==> src/rtl/freq_display.sv <==
// ============================================================================
// Module      : freq_display
// Description : 16-bit binary to BCD (double-dabble) with 4-digit multiplexed
//               7-segment scanner, overflow dashes and leading-zero blanking.
// Revision    : 1.0 - initial release
// ============================================================================
`default_nettype none

module freq_display #(
    parameter int REFRESH_DIV   = 100000,
    parameter bit BLANK_LEADING = 1'b1
) (
    input  logic        CLK,
    input  logic        RST_N,
    input  logic [15:0] FREQ,
    output logic [15:0] BCD,
    output logic        OVF,
    output logic        BUSY,
    output logic [3:0]  AN,
    output logic [6:0]  SEG,
    output logic        DP
);

    localparam int c_cnt_w = (REFRESH_DIV > 2) ? $clog2(REFRESH_DIV) : 1;
    localparam logic [c_cnt_w-1:0] c_div_last = c_cnt_w'(REFRESH_DIV - 1);
    localparam logic [6:0] c_seg_blank = 7'b1111111;
    localparam logic [6:0] c_seg_dash  = 7'b0111111;

    typedef enum logic [1:0] {
        S_IDLE  = 2'd0,
        S_SHIFT = 2'd1,
        S_DONE  = 2'd2
    } state_t;

    state_t        r_state;
    state_t        w_state_next;
    logic [15:0]   r_last_freq;
    logic [15:0]   r_shreg;
    logic [19:0]   r_acc;
    logic [19:0]   w_adj;
    logic [3:0]    r_shift_cnt;
    logic [15:0]   r_bcd;
    logic          r_ovf;
    logic          r_busy;
    logic          w_start;

    logic [c_cnt_w-1:0] r_refresh;
    logic [1:0]         r_digit;
    logic [3:0]         r_an;
    logic [6:0]         r_seg;
    logic [3:0]         w_nib;
    logic               w_blank;
    logic [6:0]         w_seg;
    logic [3:0]         w_an;

    function automatic logic [6:0] f_seg(input logic [3:0] d);
        case (d)
            4'd0:    f_seg = 7'b1000000;
            4'd1:    f_seg = 7'b1111001;
            4'd2:    f_seg = 7'b0100100;
            4'd3:    f_seg = 7'b0110000;
            4'd4:    f_seg = 7'b0011001;
            4'd5:    f_seg = 7'b0010010;
            4'd6:    f_seg = 7'b0000010;
            4'd7:    f_seg = 7'b1111000;
            4'd8:    f_seg = 7'b0000000;
            4'd9:    f_seg = 7'b0010000;
            default: f_seg = c_seg_blank;
        endcase
    endfunction

    assign w_start = (r_state == S_IDLE) && (FREQ != r_last_freq);

    // Double-dabble correction: any nibble >= 5 would carry wrongly after the shift
    always_comb begin
        w_adj = r_acc;
        for (int i = 0; i < 5; i++) begin
            if (r_acc[4*i +: 4] >= 4'd5) begin
                w_adj[4*i +: 4] = r_acc[4*i +: 4] + 4'd3;
            end
        end
    end

    always_comb begin
        w_state_next = r_state;
        case (r_state)
            S_IDLE:  if (w_start) w_state_next = S_SHIFT;
            S_SHIFT: if (r_shift_cnt == 4'd15) w_state_next = S_DONE;
            S_DONE:  w_state_next = S_IDLE;
            default: w_state_next = S_IDLE;
        endcase
    end

    always_ff @(posedge CLK) begin
        if (!RST_N) begin
            r_state <= S_IDLE;
        end else begin
            r_state <= w_state_next;
        end
    end

    always_ff @(posedge CLK) begin
        if (!RST_N) begin
            r_last_freq <= 16'd0;
            r_shreg     <= 16'd0;
            r_acc       <= 20'd0;
            r_shift_cnt <= 4'd0;
            r_bcd       <= 16'd0;
            r_ovf       <= 1'b0;
            r_busy      <= 1'b0;
        end else begin
            case (r_state)
                S_IDLE: begin
                    if (w_start) begin
                        r_shreg     <= FREQ;
                        r_last_freq <= FREQ;
                        r_acc       <= 20'd0;
                        r_shift_cnt <= 4'd0;
                        r_busy      <= 1'b1;
                    end
                end
                S_SHIFT: begin
                    {r_acc, r_shreg} <= {w_adj[18:0], r_shreg, 1'b0};
                    r_shift_cnt      <= r_shift_cnt + 4'd1;
                end
                S_DONE: begin
                    r_bcd  <= r_acc[15:0];
                    r_ovf  <= (r_acc[19:16] != 4'd0);
                    r_busy <= 1'b0;
                end
                default: begin
                    r_busy <= 1'b0;
                end
            endcase
        end
    end

    // Scanner: free-running, always shows the last completed conversion
    always_comb begin
        w_nib   = 4'd0;
        w_blank = 1'b0;
        case (r_digit)
            2'd0: begin
                w_nib   = r_bcd[3:0];
                w_blank = 1'b0;
            end
            2'd1: begin
                w_nib   = r_bcd[7:4];
                w_blank = (r_bcd[15:4] == 12'd0);
            end
            2'd2: begin
                w_nib   = r_bcd[11:8];
                w_blank = (r_bcd[15:8] == 8'd0);
            end
            default: begin
                w_nib   = r_bcd[15:12];
                w_blank = (r_bcd[15:12] == 4'd0);
            end
        endcase
        if (r_ovf) begin
            w_seg = c_seg_dash;
        end else if (BLANK_LEADING && w_blank) begin
            w_seg = c_seg_blank;
        end else begin
            w_seg = f_seg(w_nib);
        end
        w_an = ~(4'b0001 << r_digit);
    end

    always_ff @(posedge CLK) begin
        if (!RST_N) begin
            r_refresh <= '0;
            r_digit   <= 2'd0;
            r_an      <= 4'b1111;
            r_seg     <= c_seg_blank;
        end else begin
            if (r_refresh == c_div_last) begin
                r_refresh <= '0;
                r_digit   <= r_digit + 2'd1;
            end else begin
                r_refresh <= r_refresh + 1'b1;
            end
            r_an  <= w_an;
            r_seg <= w_seg;
        end
    end

    assign BCD  = r_bcd;
    assign OVF  = r_ovf;
    assign BUSY = r_busy;
    assign AN   = r_an;
    assign SEG  = r_seg;
    assign DP   = 1'b1;

endmodule

`default_nettype wire

==> config.mk <==
export PLATFORM = sky130hd
export DESIGN_NAME = freq_display
export DESIGN_NICKNAME = d
export VERILOG_FILES = /design/src/rtl/freq_display.sv
export SDC_FILE = /design/constraint.sdc
export NUM_CORES = 1
export LEC_CHECK = 0
export BUFFER_PORTS_ARGS = -buffer_cell sky130_fd_sc_hd__clkbuf_2
export CORE_MARGIN = 1.5
export CORE_UTILIZATION = 45
export DETAILED_ROUTE_END_ITERATION = 10
export REMOVE_ABC_BUFFERS = 1
export SLEW_MARGIN = 20
export SYNTH_ARGS = -nofsm -noshare
export SYNTH_HDL_FRONTEND = slang
export SYNTH_SLANG_ARGS = --single-unit
==> constraint.sdc <==
create_clock -name CLK -period 2.5 [get_ports CLK]
set_input_delay 0.125 -clock CLK [delete_from_list [all_inputs] [get_ports CLK]]
set_output_delay 0.125 -clock CLK [all_outputs]
set_load 0.005 [all_outputs]
# After elaboration in Yosys (flattened, before gate mapping)
# Memory sizes are Yosys's and may differ from the RTL's.
# Cells that the tools add are included.
[word_totals]
register_bits = 106
latch_bits = 0
ramBits = 0
rom_bits = 112
input_bits = 18
output_inout_bits = 30
wordCells = 74
n_memories = 1
[memory_table]
columns = ["name", "depth", "width", "read_ports", "rd_ports_with_merged_regs", "write_ports", "line", "rtl"]
rows = [
  ["(no name shown)", 16, 7, 1, 0, 0, "57", "case (d)"],
]
[op_classes]
addsub = 8
n_mul = 0
div_mod_pow = 0
order_cmp = 5
eq_ne = 9
shift = 1
mux = 20
bitwise_logic = 3
n_reduce_logical = 14
[op_table]
columns = ["op", "n"]
rows = [
  ["$pmux W20 S2", 1],
  ["$pmux W16 S2", 1],
  ["$ge A4 B3 Y1 const B", 5],
  ["$mux W20", 1],
  ["$mux W4", 5],
  ["$add A17 B1 Y17 const B", 1],
  ["$eq A17 B17 Y1 const B", 1],
  ["$add A4 B2 Y4 const B", 4],
  ["$mux W16", 1],
  ["$ne A16 B16 Y1", 1],
  ["$mux W7", 2],
  ["$logic_not A12 Y1", 1],
  ["$pmux W4 S3", 1],
  ["$logic_not A8 Y1", 1],
  ["$pmux W4 S2", 1],
  ["$reduce_and A2 Y1", 4],
  ["$add A4 B1 Y4 const B", 1],
  ["$eq A2 B1 Y1 const B", 2],
  ["$eq A2 B2 Y1 const B", 2],
  ["$eq A4 B4 Y1 const B", 1],
  ["$logic_not A2 Y1", 2],
  ["$logic_not A4 Y1", 1],
  ["$mux W2", 2],
  ["$ne A2 B2 Y1 const B", 2],
  ["other kinds (15)", 16],
]

# Logic depth before layout (Yosys ltp)
# Gate-level depths: netlist of run 1.
# An unclocked memory read counts as a cell.
[logic_depth]
word_depth = 5
ltp_mapped = 9
ltp_nobuf = 9

# Worst setup path before layout of run 1
# No wires, ideal clock.
[synth_path]
path_kind = "reg-to-reg"
startpoint = "reg r_digit[0]"
endpoint = "reg r_seg[3] (netlist: SEG[3])"
setup_ns = 0.122
t_arrival_ns = 1.854
path_slack_ns = 0.524
path_stages_with_launch = 7
period_less_slack_ns = 1.976
cell_sequence = "dfxtp_1 > inv_1 > ha_1 > a222oi_1 > mux2i_2 > ha_1 > a221o_1"
[synth_between]
elab_chain_cells = 3
word_cells_on_any_way = 7
cone_classes = "eq/ne (2); mux (2); reduce/logical (2); memory (1)"
[synth_lines]
columns = ["item", "line", "rtl"]
rows = [
  ["from (decl)", "48", "logic [1:0] r_digit;"],
  ["from (signal assigned)", "179", "r_digit <= r_digit + 2'd1;"],
  ["$eq A2 B2 Y1, or another cell as far along", "142", "case (r_digit)"],
  ["$pmux W4 S3 or $pmux W1 S3 (tied branches)", "142", ""],
  ["$mem_v2 Z16 W7 or $reduce_or A3 Y1 (tied branches)", "--", ""],
  ["to (signal assigned)", "175", "r_seg <= c_seg_blank;"],
  ["to (signal assigned)", "184", "r_seg <= w_seg;"],
  ["to (decl)", "50", "logic [6:0] r_seg;"],
]
# Parallel ways exist; a longest one is shown, timed or not.
# A chain may end at the register's enable or synchronous reset.

# Worst setup path after layout of run 1
[layout_path]
startpoint = "reg r_digit[0]"
endpoint = "reg r_seg[0] (netlist: SEG[0])"
# The elaborated chain is that of the path after synthesis.

==> parameters.txt, run 1 <==
Parameter                              Value

Outcome
  Status    complete, no violations

Floorplanning
  Top-level port count    48
  Die outline area    roughly 12,000 µm²
  Rows    39
  Die extent in y    110 µm
  Effective utilization at floorplan    0.458
  Floorplan core area    between 10,000 and 15,000 µm²
  Die X-Extent    110 µm

Logic synthesis
  Yosys top cell area share    0.410
  Post-Synthesis Cell Area    5180 µm²
  Synth Area per Inst    8.34 µm²
  Multiplexer area fraction after synthesis    0.0191
  Top FF cell, synth    sky130_fd_sc_hd__dfxtp_1
  Number of register bits inferred by synthesis    approximately 110
  Number of standard cells after synthesis    621
  Proportion of synthesized flip-flops having asynchronous set or reset    0
  Complex-gate fraction of the synthesized area    0.214
  XOR/XNOR Fraction of Synth Area    0.0710
  Dominant cell type by area after synthesis    sky130_fd_sc_hd__dfxtp_1
  Adder-Cell Fraction of Synth Area    0.0507
  Post-synth cell types    just over 50
  Simple-gate area share of the yosys netlist    0.180
  Number of synthesized flops with an enable pin    0
  Main combinational cell family by area after synthesis    compound AO/OA/AOI/OAI gates
  Yosys warnings    0
  Main area contributors after synthesis    sky130_fd_sc_hd__dfxtp_1, sky130_fd_sc_hd__a21oi_1, sky130_fd_sc_hd__nand2_1, sky130_fd_sc_hd__ha_1, sky130_fd_sc_hd__xor2_1
  Portion of the post-synthesis area used by sequential elements    0.410

Final layout
  Filler cell count in the final layout    around 1,100
  Share of post-route cells with drive strength above 1    0.155
  Sequential cell area    between 2000 and 2500 µm²
  Number of antenna repair diodes    0
  Area growth, synth to finish    11.8%
  Non-Filler Instances    800
  Post-layout net count    a little under 700
  Final standard cell utilization of the core    0.511
  Area taken by multi-input logic gates    between 2000 and 3000 µm²

Timing
  Crit share post-route    0.906
  Worst Skew    ~4.8 ps
  Maximum clock frequency    approximately 440 MHz
  Time the worst path needs with I/O delays and setup    ~2300 ps
  Transition time of the tightest slew-check pin    approximately 730 ps
  Unrepaired setup endpoints after global routing    false
  Final Hold Violating Endpoints    0
  Final number of max-transition violations    0
  Count of endpoints failing setup in the final report    0
  Total negative slack for setup checks    0 ps
  Max-slew headroom at the worst pin    0.515

Setup path
  Worst setup path startpoint    r_digit[0]
  Critical path start-end classification    reg -> reg
  Maximum fanout along the worst path    8
  Number of cells on the worst reg-to-reg path    7
  CP Capture Type    register
  Worst R2R Start    r_digit[0]
  Capture instance of the worst register-to-register path    SEG[0]
  Required time of the critical path    ~2700 ps
  Reg2Reg Setup Slack    around 240 ps
  CP Launch Type    register
  Arr. time, crit path    about 2500 ps

Clock tree
  TritonCTS clock tree    built
  Maximum root-to-sink buffer count    2
  Number of clock buffers inserted by TritonCTS    9
  # Post-CTS Setup Buffers    0
  Post-CTS clock slew at the launch and capture registers of the worst setup and hold paths    approximately 70 ps
  Skew-Pair Late Insertion Delay    approximately 340 ps
  Level count of the clock H-tree    3
  Clock net sink count    around 110
  Resized Gates After CTS    0
  Number of hold buffers added after cts    0
  Master cell of the clock root buffer    sky130_fd_sc_hd__clkbuf_16

Power
  Max VDD drop    0.374 mV
  Leakage power figure    about 2.2 nW
  Pwr dens    584 nW/µm²

Global routing
  First-pass GRT wire length    19,300 µm
  GRT Residual Overflow    0
  Global routing usage summed across all routing layers    0.203
  Number of antenna violations at the first check in global routing    0
  Largest net degree at the start of global routing    73
  Number of global-route vias before repair    3,937

Worst hold path
  Cell count of the worst hold path    3
  Worst hold path startpoint    FREQ[6]
  Path type of the worst min-delay path    in -> reg
  Terminating pin of the worst hold path    r_shreg[6]

Detailed routing
  Vias after detailed routing    4,356
  Total routed wirelength    11,700 µm
  Drt pass-1 iters    4
  Wirelength per Cell    14.6 µm
  Number of DRC markers after the initial detailed-route iteration    roughly 220
  Number of vias per cell    between 5 and 6
  Detail Route Antenna Nets    0
  Final routed DRC violation total    0

Place
  Placed wire-length estimate after detailed placement    between 7000 and 8000 µm
  Total instance count after detailed placement    around 780
  Number of I/O port buffers    46
  Placer's final routability congestion estimate    just over 0.8

Flow run
  Max capacitance violation total    0
worst max path at each step:
stage                     end  slack [ps]  depth (start not counted)
detailed placement     SEG[0]         290                          7
global route           SEG[0]          40                          7
global placement       SEG[3]         440                          6
CTS                    SEG[0]         280                          7
floorplan           r_acc[11]         190                          5
finish                 SEG[0]         240                          7
layout by cell type, fill, tap and decap left out, types with 15 or more instances in the layout:
master and n:
sky130_fd_sc_hd__dfxtp_1 106, sky130_fd_sc_hd__nand2_1 90, sky130_fd_sc_hd__a21oi_1 73, sky130_fd_sc_hd__clkbuf_2 46, sky130_fd_sc_hd__nor2_1 33, sky130_fd_sc_hd__o21ai_0 33, sky130_fd_sc_hd__xor2_1 30, sky130_fd_sc_hd__nand3_1 22
sky130_fd_sc_hd__ha_1 21, sky130_fd_sc_hd__inv_1 20, sky130_fd_sc_hd__o21ai_1 16, sky130_fd_sc_hd__a31oi_1 15
flip-flops by register name, indices dropped and copies added (netlist names):
register	count
AN	4
BCD	16
BUSY	1
OVF	1
SEG	7
r_acc	20
r_digit	2
r_last_freq	16
r_refresh	17
r_shift_cnt	4
r_shreg	16
r_state	2
stage by stage:
step           hold WS, ps  total power [mW]  worst slack (ps)  instance area (µm²)
6_report              62.4              3.38               236                 5790
5_1_grt               68.7              3.52              35.9                 5790
4_1_cts               53.5              3.41               284                 5790
3_5_place_dp           417              2.05               293                 5500
3_3_place_gp           414              2.04               437                 5500
2_1_floorplan          194              1.95               189                 4980
area by class of cell:
cell class | instances | share of cell area
Timing Repair Buffer | 59 | 0.0588
Clock buffer | 12 | 0.0460
Sequential cell | 106 | 0.366
Clock inverter | 4 | 0.00411
Multi-Input combinational cell | 453 | 0.479
Inverter | 23 | 0.0149
Tap cell | 143 | 0.0309
synth_stat cells, types with 3 or more instances:
cell,count
sky130_fd_sc_hd__dfxtp_1,106
sky130_fd_sc_hd__o211ai_2,9
sky130_fd_sc_hd__nand3_1,22
sky130_fd_sc_hd__a222oi_1,4
sky130_fd_sc_hd__nor3_1,10
sky130_fd_sc_hd__o21ai_1,16
sky130_fd_sc_hd__nand2b_1,9
sky130_fd_sc_hd__a31oi_1,15
sky130_fd_sc_hd__nand2_1,90
sky130_fd_sc_hd__mux2_2,4
sky130_fd_sc_hd__o21ai_0,33
sky130_fd_sc_hd__a211oi_1,9
sky130_fd_sc_hd__ha_1,21
sky130_fd_sc_hd__mux2i_1,4
sky130_fd_sc_hd__and3_1,3
sky130_fd_sc_hd__nor2b_1,3
sky130_fd_sc_hd__inv_1,20
sky130_fd_sc_hd__xor2_1,30
sky130_fd_sc_hd__o21a_1,6
sky130_fd_sc_hd__a21oi_1,73
sky130_fd_sc_hd__buf_2,7
sky130_fd_sc_hd__nand4_1,6
sky130_fd_sc_hd__buf_1,5
sky130_fd_sc_hd__and2_1,8
sky130_fd_sc_hd__o211ai_1,4
sky130_fd_sc_hd__nor4_1,5
sky130_fd_sc_hd__nor2_1,33
sky130_fd_sc_hd__buf_6,4
sky130_fd_sc_hd__nor4_2,4
sky130_fd_sc_hd__xnor2_1,12
sky130_fd_sc_hd__clkbuf_1,21
worst max-delay path: stages, from the launching register on:
cell	delay [ps]
sky130_fd_sc_hd__dfxtp_1	420
sky130_fd_sc_hd__inv_1	90
sky130_fd_sc_hd__ha_1	270
sky130_fd_sc_hd__a222oi_1	450
sky130_fd_sc_hd__mux2i_1	300
sky130_fd_sc_hd__nor2_2	230
sky130_fd_sc_hd__o21ai_2	90
sky130_fd_sc_hd__a221o_1	290
routing by layer:
metal  vias to the layer above  track usage  part of all wire
met1                      2049        0.280              0.49
met2                        73        0.321              0.46
li1                       2223            -                 -
met5                         -            0                 0
met4                         0       0.0549             0.010
met3                        11       0.0429             0.035
power breakdown:
part | switching [mW] | total (mW) | internal [mW]
registers | 0.0369 | 1.78 | 1.74
logic | 0.153 | 0.237 | 0.0832
clock network | 0.614 | 1.37 | 0.756
logic make-up (layout without fill, tap and decap cells):
logic type               count (synthesis)  count (layout)
flip-flops                             106             106
XOR/XNOR                                42              42
AO/OA/AOI/OAI                          181             181
multiplexers                             9               9
other                                    1               1
AND/OR/NAND/NOR                        199             199
adder cells (fa/ha/maj)                 21              21
buffers and inverters                   62              98
Power figures use the tool's default switching activity.
==> run 2: changes to the inputs <==
==> constraint.sdc (replaced) <==
create_clock -name CLK -period 2.5 [get_ports CLK]
set_input_delay 0.25 -clock CLK [delete_from_list [all_inputs] [get_ports CLK]]
set_output_delay 0.25 -clock CLK [all_outputs]
set_load 0.005 [all_outputs]
==> run 2 against run 1 <==
  * Sequential share of layout area about the same
  * Highest routed layer unchanged
  * Largest power group unchanged
  * Non-clock buffer count increased by 1
  * Sequential power hardly changed
  * Clock skew rose by 1.4 ps
==> parameters.txt, run 2 (synthesis gave the netlist of run 1 again) <==
Parameter                              Value

Setup path
  CP Launch Type    register
  Family with the most delay on the worst path    compound AO/OA/AOI/OAI gates
  Count of buffering cells on the critical path with inverters included    1
  Number of cells on the worst reg-to-reg path    7
  Required time of the critical path    approximately 2700 ps
  Reg2Reg Setup Slack    ~250 ps
  Arr. time, crit path    around 2500 ps
  Crit path max-delay cell type    sky130_fd_sc_hd__dfxtp_1
  CP Capture Type    register
  Critical path start-end classification    reg -> reg
  Worst stage delay on the critical path    about 430 ps
  Worst R2R Start    r_digit[0]
  Critical Path, Cell by Cell    inv_1 > ha_1 > a222oi_1 > mux2i_1 > nor2_2 > o21ai_2 > a221o_1
  Capture instance of the worst register-to-register path    SEG[0]
  Worst setup path startpoint    r_digit[0]
  Maximum fanout along the worst path    8

Timing
  Total negative slack for setup checks    0 ps
  Maximum clock frequency    445 MHz
  Max-slew headroom at the worst pin    0.534
  Worst-case setup margin in the final layout    about 250 ps
  Final Hold Violating Endpoints    0
  Unrepaired setup endpoints after global routing    false
  Worst Skew    slightly above 6 ps
  Count of endpoints failing setup in the final report    0
  Time the worst path needs with I/O delays and setup    2250 ps
  Final number of max-transition violations    0
  Transition time of the tightest slew-check pin    about 700 ps
  Crit share post-route    0.898

Global routing
  Global routing usage summed across all routing layers    0.200
  GRT Residual Overflow    0
  Largest net degree at the start of global routing    73
  Number of antenna violations at the first check in global routing    0
  First-pass GRT wire length    ~19,000 µm
  Number of global-route vias before repair    around 3,900

Floorplanning
  Effective utilization at floorplan    0.458
  Die outline area    between 10,000 and 15,000 µm²
  Floorplan core area    approximately 11,000 µm²
  Die extent in y    110 µm
  Rows    39
  Top-level port count    48
  Die X-Extent    about 110 µm

Power
  Switching fraction of total power    0.243
  Proportion of power drawn by combinational gates    0.069
  Max VDD drop    0.417 mV
  Design internal power    about 2.5 mW
  Share of total power in the clock network    0.403
  Leakage power figure    between 2 and 2.5 nW
  Pwr dens    just under 600 nW/µm²
  Share of total power in sequential cells    0.528
  Net Sw Power    ~0.82 mW

Final layout
  Share of post-route cells with drive strength above 1    0.157
  Most common cell after layout, fill and taps aside    sky130_fd_sc_hd__dfxtp_1
  Largest registers    r_acc x20, r_refresh x17
  Flip-flop count of the largest register after layout    20
  Non-Filler Instances    roughly 800
  Register with the highest flop count    r_acc
  Number of antenna repair diodes    0
  Area growth, synth to finish    11.7%
  Post-layout net count    around 690
  Top library cells by usage in the layout, fill and taps aside    sky130_fd_sc_hd__dfxtp_1, sky130_fd_sc_hd__nand2_1, sky130_fd_sc_hd__a21oi_1, sky130_fd_sc_hd__clkbuf_2

Clock tree
  Maximum root-to-sink buffer count    2
  Master cell of the clock root buffer    sky130_fd_sc_hd__clkbuf_16
  Number of hold buffers added after cts    0
  Post-CTS clock slew at the launch and capture registers of the worst setup and hold paths    70 ps
  Level count of the clock H-tree    3
  Number of clock buffers inserted by TritonCTS    9
  TritonCTS clock tree    built
  # Post-CTS Setup Buffers    0
  Resized Gates After CTS    0
  Clock net sink count    around 110
  Skew-Pair Late Insertion Delay    approximately 360 ps

Detailed routing
  Detail Route Antenna Nets    0
  Number of vias per cell    5.43
  Wirelength per Cell    around 14 µm
  Number of DRC markers after the initial detailed-route iteration    between 200 and 250
  Final routed DRC violation total    0
  Vias after detailed routing    between 4,000 and 5,000
  Total routed wirelength    11,500 µm
  Drt pass-1 iters    4

Worst hold path
  Cell count of the worst hold path    3
  Worst hold path startpoint    FREQ[7]
  Terminating pin of the worst hold path    r_last_freq[7]
  Path type of the worst min-delay path    in -> reg

Flow run
  Max capacitance violation total    0

Place
  Number of I/O port buffers    46
  Total instance count after detailed placement    785
  Placed wire-length estimate after detailed placement    between 7000 and 8000 µm
  Worst slack, placed    between 200 and 300 ps
  Placer's final routability congestion estimate    a little over 0.8

Outcome
  Status    complete, no violations
## run 2: cell type report
class / count / area [µm²]
clock buffer: 11 / 253
clock inverter: 5 / 28.8
fill: 1106 / 5530
inverter: 23 / 86.3
multi-input combinational: 453 / 2770
sequential: 106 / 2120
tap: 143 / 179
timing repair buffer: 60 / 348
## run 2: power groups by stage
stage          Clock (mW)  Sequential, mW  Combinational (mW)
3_3_place_gp            0            1.81               0.233
6_report             1.35            1.78               0.233
4_1_cts              1.38            1.77               0.236
5_1_grt              1.46            1.78               0.264
2_1_floorplan           0            1.81               0.142
3_5_place_dp            0            1.81               0.235
## run 2: worst max path at each step
stage | end | slack [ps] | cells past startpoint
5_1_grt | SEG[0] | 60 | 7
2_1_floorplan | r_acc[11] | 190 | 5
3_3_place_gp | SEG[3] | 450 | 6
3_5_place_dp | SEG[0] | 280 | 7
6_report | SEG[0] | 250 | 7
4_1_cts | SEG[0] | 270 | 7
## run 2: worst min-delay path: cells and delay by family
kind | cells | cell delay [ps]
buffers and inverters | 1 | 100
and+or+nand+nor | 1 | 80
AOI/OAI and AO/OA | 1 | 60
## run 2: per-layer routing
metal / share of wire / up-vias / GRT usage
met5: 0 / - / 0
met4: 0.016 / 0 / 0.0806
met3: 0.038 / 13 / 0.0347
met2: 0.45 / 81 / 0.308
met1: 0.50 / 2024 / 0.278
li1: - / 2228 / -
## run 2: metrics by stage
stage	hold slack, ps	area [µm²]	utilization	power (mW)
CTS	174	5790	0.511	3.40
detailed placement	453	5510	0.487	2.05
global route	195	5790	0.511	3.50
floorplan	319	4980	-	1.95
global placement	444	5510	0.487	2.04
finish	176	5790	0.511	3.36
